`src/rtl/uart_rx.sv`:
```
// 16x-oversampling UART receiver: synchronises rx, validates the start bit mid-bit,
// samples an LSB-first data word and checks the stop bit. Parity via `UART_RX_PARITY_EN.
module uart_rx #(
    parameter int DATA_BITS  = 8,
    parameter int PARITY_ODD = 0
) (
    input  logic                 clk,
    input  logic                 rst,
    input  logic                 baud16_tick,
    input  logic                 rx,
    output logic [DATA_BITS-1:0] rx_data,
    output logic                 rx_valid,
    output logic                 frame_err,
    output logic                 parity_err,
    output logic                 busy
);

    localparam int IDX_W = $clog2(DATA_BITS);
    localparam logic [IDX_W-1:0] LAST_IDX = IDX_W'(DATA_BITS - 1);
    localparam logic [3:0] MID_TICK  = 4'd7;
    localparam logic [3:0] LAST_TICK = 4'd15;

    if (DATA_BITS < 5 || DATA_BITS > 9 || PARITY_ODD < 0 || PARITY_ODD > 1) begin : g_bad_cfg
        $error("uart_rx: DATA_BITS must be 5..9 and PARITY_ODD 0 or 1");
    end

    typedef enum logic [2:0] {
        S_IDLE,
        S_START,
        S_DATA,
`ifdef UART_RX_PARITY_EN
        S_PARITY,
`endif
        S_STOP,
        S_WAIT_HIGH
    } state_t;

    state_t               state_q, state_d;
    logic                 rx_meta_q, rx_s_q;
    logic [3:0]           cnt_q, cnt_d;
    logic [IDX_W-1:0]     idx_q, idx_d;
    logic [DATA_BITS-1:0] shift_q, shift_d;
    logic [DATA_BITS-1:0] rx_data_q, rx_data_d;
    logic                 rx_valid_q, rx_valid_d;
    logic                 frame_err_q, frame_err_d;
    logic                 parity_err_q, parity_err_d;
`ifdef UART_RX_PARITY_EN
    localparam logic ODD = (PARITY_ODD != 0);
    logic                 par_q, par_d;
`endif

    always_comb begin
        // NOTE: every variable gets a default first so no path through the case infers a latch.
        state_d      = state_q;
        cnt_d        = cnt_q;
        idx_d        = idx_q;
        shift_d      = shift_q;
        rx_data_d    = rx_data_q;
        rx_valid_d   = 1'b0;
        frame_err_d  = 1'b0;
        parity_err_d = 1'b0;
`ifdef UART_RX_PARITY_EN
        par_d        = par_q;
`endif

        if (baud16_tick) begin
            unique case (state_q)
                S_IDLE: begin
                    if (!rx_s_q) begin
                        state_d = S_START;
                        cnt_d   = '0;
                    end
                end

                S_START: begin
                    if (cnt_q == MID_TICK) begin
                        cnt_d   = '0;
                        idx_d   = '0;
                        state_d = rx_s_q ? S_IDLE : S_DATA;
                    end else begin
                        cnt_d = cnt_q + 4'd1;
                    end
                end

                S_DATA: begin
                    if (cnt_q == LAST_TICK) begin
                        // Shift in from the top: after DATA_BITS samples the first bit sits at bit 0.
                        shift_d = {rx_s_q, shift_q[DATA_BITS-1:1]};
                        cnt_d   = '0;
                        if (idx_q == LAST_IDX) begin
`ifdef UART_RX_PARITY_EN
                            state_d = S_PARITY;
`else
                            state_d = S_STOP;
`endif
                        end else begin
                            idx_d = idx_q + 1'b1;
                        end
                    end else begin
                        cnt_d = cnt_q + 4'd1;
                    end
                end

`ifdef UART_RX_PARITY_EN
                S_PARITY: begin
                    if (cnt_q == LAST_TICK) begin
                        par_d   = rx_s_q;
                        cnt_d   = '0;
                        state_d = S_STOP;
                    end else begin
                        cnt_d = cnt_q + 4'd1;
                    end
                end
`endif

                S_STOP: begin
                    if (cnt_q == LAST_TICK) begin
                        rx_data_d = shift_q;
                        cnt_d     = '0;
                        if (rx_s_q) begin
                            rx_valid_d = 1'b1;
`ifdef UART_RX_PARITY_EN
                            parity_err_d = ((^shift_q) ^ par_q) != ODD;
`endif
                            state_d = S_IDLE;
                        end else begin
                            // A low stop bit may be a break; wait for the line to idle before rearming.
                            frame_err_d = 1'b1;
                            state_d     = S_WAIT_HIGH;
                        end
                    end else begin
                        cnt_d = cnt_q + 4'd1;
                    end
                end

                S_WAIT_HIGH: begin
                    if (rx_s_q) begin
                        state_d = S_IDLE;
                    end
                end

                default: state_d = S_IDLE;
            endcase
        end
    end

    // NOTE: sequential state uses non-blocking assignments so all flops update from pre-edge values.
    always_ff @(posedge clk or negedge rst) begin
        if (!rst) begin
            rx_meta_q    <= 1'b1;
            rx_s_q       <= 1'b1;
            state_q      <= S_IDLE;
            cnt_q        <= '0;
            idx_q        <= '0;
            shift_q      <= '0;
            rx_data_q    <= '0;
            rx_valid_q   <= 1'b0;
            frame_err_q  <= 1'b0;
            parity_err_q <= 1'b0;
`ifdef UART_RX_PARITY_EN
            par_q        <= 1'b0;
`endif
        end else begin
            rx_meta_q    <= rx;
            rx_s_q       <= rx_meta_q;
            state_q      <= state_d;
            cnt_q        <= cnt_d;
            idx_q        <= idx_d;
            shift_q      <= shift_d;
            rx_data_q    <= rx_data_d;
            rx_valid_q   <= rx_valid_d;
            frame_err_q  <= frame_err_d;
            parity_err_q <= parity_err_d;
`ifdef UART_RX_PARITY_EN
            par_q        <= par_d;
`endif
        end
    end

    assign rx_data   = rx_data_q;
    assign rx_valid  = rx_valid_q;
    assign frame_err = frame_err_q;
`ifdef UART_RX_PARITY_EN
    assign parity_err = parity_err_q;
`else
    assign parity_err = 1'b0;
`endif
    assign busy = (state_q != S_IDLE);

endmodule

```
`config.mk`:
```
export PLATFORM = sky130hd
export DESIGN_NAME = uart_rx
export DESIGN_NICKNAME = d
export VERILOG_FILES = /design/src/rtl/uart_rx.sv
export SDC_FILE = /design/constraint.sdc
export NUM_CORES = 1
export LEC_CHECK = 0
export CORE_MARGIN = 2
export CORE_UTILIZATION = 45
export CTS_CLUSTER_DIAMETER = 200
export CTS_CLUSTER_SIZE = 25
export DETAILED_ROUTE_END_ITERATION = 10
export PLACE_DENSITY = 0.66
export SYNTH_ARGS = -nofsm -noshare
export SYNTH_HDL_FRONTEND = slang
export SYNTH_SLANG_ARGS = --single-unit
```
`constraint.sdc`:
```
create_clock -name clk -period 1.9 [get_ports clk]
set_input_delay 0.57 -clock clk [delete_from_list [all_inputs] [get_ports clk]]
set_output_delay 0.57 -clock clk [all_outputs]
set_load 0.05 [all_outputs]
```
==> flow_summary.toml <==
[die]
fp.coreArea_um2 = 2978
die_w_um = 59.15
rows = 20
initial_core_util = 0.4597
die_y_um = 59.15
dieArea_um2 = 3499
ios = 16

[yosys]
synthesis.nets = 116
synth_flop_cell = "dfrtp_1"
synth-seq-cells = 30
syn_inst = 109
ys_async_sr_fraction = 1.000
syn_avg_cell_area_um2 = 12.56
netlist-cell-type-count = 40
yosys_warnings = 0
synth_edf_count = 0
seq_area_frac_synth = 0.5503
syn-cell-area_um2 = 1369

[global_route]
grt_busiest_layer = "met2"
met3_usage = 0.05240
grt_pass1_wl_um = 3995
antenna_found_initial = 0
grt_overflow = 0
grt_util_met1 = 0.2045
grt_max_degree = 31
grt_use_met2 = 0.2397
track_usage = 0.1567
first_global_vias = 882

[drt]
drc_errors = 0
vias = 899
avgRoutedWirePerCell_um = 13.85
drt_pass1_iterations = 4
drt_wl_total_um = 2368
via_per_inst = 5.257
drtIter0Drc = 10
antenna_left = 0

[timing]
fmax_mhz = 532.0
finalCritPeriodShare = 0.9894
final-max-slew-violation-count = 0
setup_viol = 0
finClkSkew_ns = 0.01055
timing.final.crit_period_ns = 1.880
rsz0062_at_grt = "true"
tns_ns = 0
finalHoldViolCount = 0

[cells_and_area]
stdcell_count = 171
final_util = 0.5651
final_common_cell = "dfrtp_1"
area_delta_synth_final_pct = 22.94
diodes = 0
drive_above_1_share = 0.4130
mostFrequentLayoutCells = "dfrtp_1, buf_4, mux2_2"
nNetsFinal = 144

[place]
place.gp.congestion = 0.8339
hpwl_um = 1607
dp.cells = 159
port_buffers = 14

[clocking]
clk_latency_ns = 0.32
cts_tree = "yes"
cts_buffers = 5
clock-sinks = 30
clock-root-buffer = "clkbuf_4"
h-tree-depth = 2
hold_buffers = 0
clk_pin_slew_ns = 0.10
cts.path.max_buffers = 2

[flow_run]
cap_violations = 0

[worst_setup_path]
crit_type = "register to register"
start_kind = "register"
critPathTopFamily = "flip-flops"
slowest_stage = "dfrtp_1"
cp_data_arrival_time_ns = 2.13
cp_cell_sequence = "ha_2, ha_4, or3b_4, a2111oi_4, buf_4, mux2i_2"
path_max_fanout = 3
cp_num_buf_inv = 1
worstPathRequired_ns = 2.15
cp_slowest_stage_delay_ns = 0.40
crit_path_end_kind = "register"

[pwr]
p_per_area_nw_per_um2 = 1241
p_total_w = 0.002089
vdd.ir_drop.worst_mv = 0.7538
leakage_nw = 0.8117

[min_path]
hold_path_class = "register to register"

[status]
status = "finished, final reports clean"
[per-stage QoR]
stage          worst slack [ns]  hold slack [ns]  cell area, um^2
2_1_floorplan            0.1171           0.2744             1369
3_3_place_gp            -0.1746           0.3498             1565
3_5_place_dp            -0.2242           0.3510             1565
4_1_cts                -0.01367           0.3638             1668
5_1_grt                -0.06157           0.3667             1683
6_report                0.02023           0.3611             1683
[layout make-up]
cell class | instances | area, um^2
Fill cell | 245 | 1295
Sequential cell | 30 | 754.5
Multi-Input combinational cell | 66 | 570.5
Timing Repair Buffer | 27 | 226.5
Clock buffer | 6 | 51.30
Tap cell | 33 | 41.29
Inverter | 7 | 26.28
Clock inverter | 2 | 12.51
[path summary, 6_finish.rpt]
| kind | startpoint | to | slack, ns | cells after the start |
|---|---|---|---|---|
| setup reg to reg | idx_q[1] | idx_q[2] | 0.02 | 6 |
| max in group asynchronous | rst | rx_meta_q | 0.95 | 2 |
| min in group asynchronous | rst | state_q[0] | 0.63 | 2 |
| setup / recovery | idx_q[1] | idx_q[2] | 0.02 | 6 |
| hold / removal | rx_meta_q | rx_s_q | 0.36 | 0 |
| hold reg to reg | rx_meta_q | rx_s_q | 0.36 | 0 |
[per-layer routing]
layer | wire length (um) | part of all wire
met5 | 0 | 0
met4 | 38 | 0.016
met3 | 118 | 0.050
met2 | 1104 | 0.47
met1 | 1108 | 0.47
[registers in the layout, summed over array words and instances, names as in the netlist]
register and count:
rx_data 8, shift_q 8, cnt_q 4, idx_q 3, state_q 3, frame_err 1
rx_meta_q 1, rx_s_q 1, rx_valid 1
[Yosys cell counts (2+ instances only)]
master    instances  area share
nor2_1            4       0.011
nand3_1           2      0.0073
a21oi_1           2      0.0073
buf_2             3       0.011
nand2_1           7       0.019
nor2b_1           2      0.0091
nand2b_1          2      0.0091
dfstp_2           2       0.038
inv_1             7       0.019
mux2_2           15        0.12
a22o_1            2       0.013
mux2i_1           4       0.029
ha_1              3       0.027
dfrtp_1          28        0.51
[cells by family after synthesis]
family / after synthesis / share of synthesized area
compound gates: 14 / 0.09051
xor+xnor: 1 / 0.006400
fa+ha+maj: 3 / 0.02743
buf+inv: 13 / 0.04662
flops: 30 / 0.5503
mux: 20 / 0.1609
other cells: 1 / 0.002740
simple gates: 27 / 0.1152
[timing repair]
| action | CTS | global route |
|---|---|---|
| pin swaps | 2 | 1 |
| buffers inserted | 3 | 1 |
| endpoints found under the setup margin | 4 | 4 |
| gates resized for setup | 4 | 2 |
[power breakdown]
group,internal (W),switching [W],leakage (nW),total [W]
Sequential,0.000770,0.000113,0.377,0.000883
Combinational,0.000385,0.000424,0.401,0.000809
Clock,0.000178,0.000219,0.0343,0.000397
Total,0.00133,0.000756,0.812,0.00209
(Power assumes the default switching activity.)
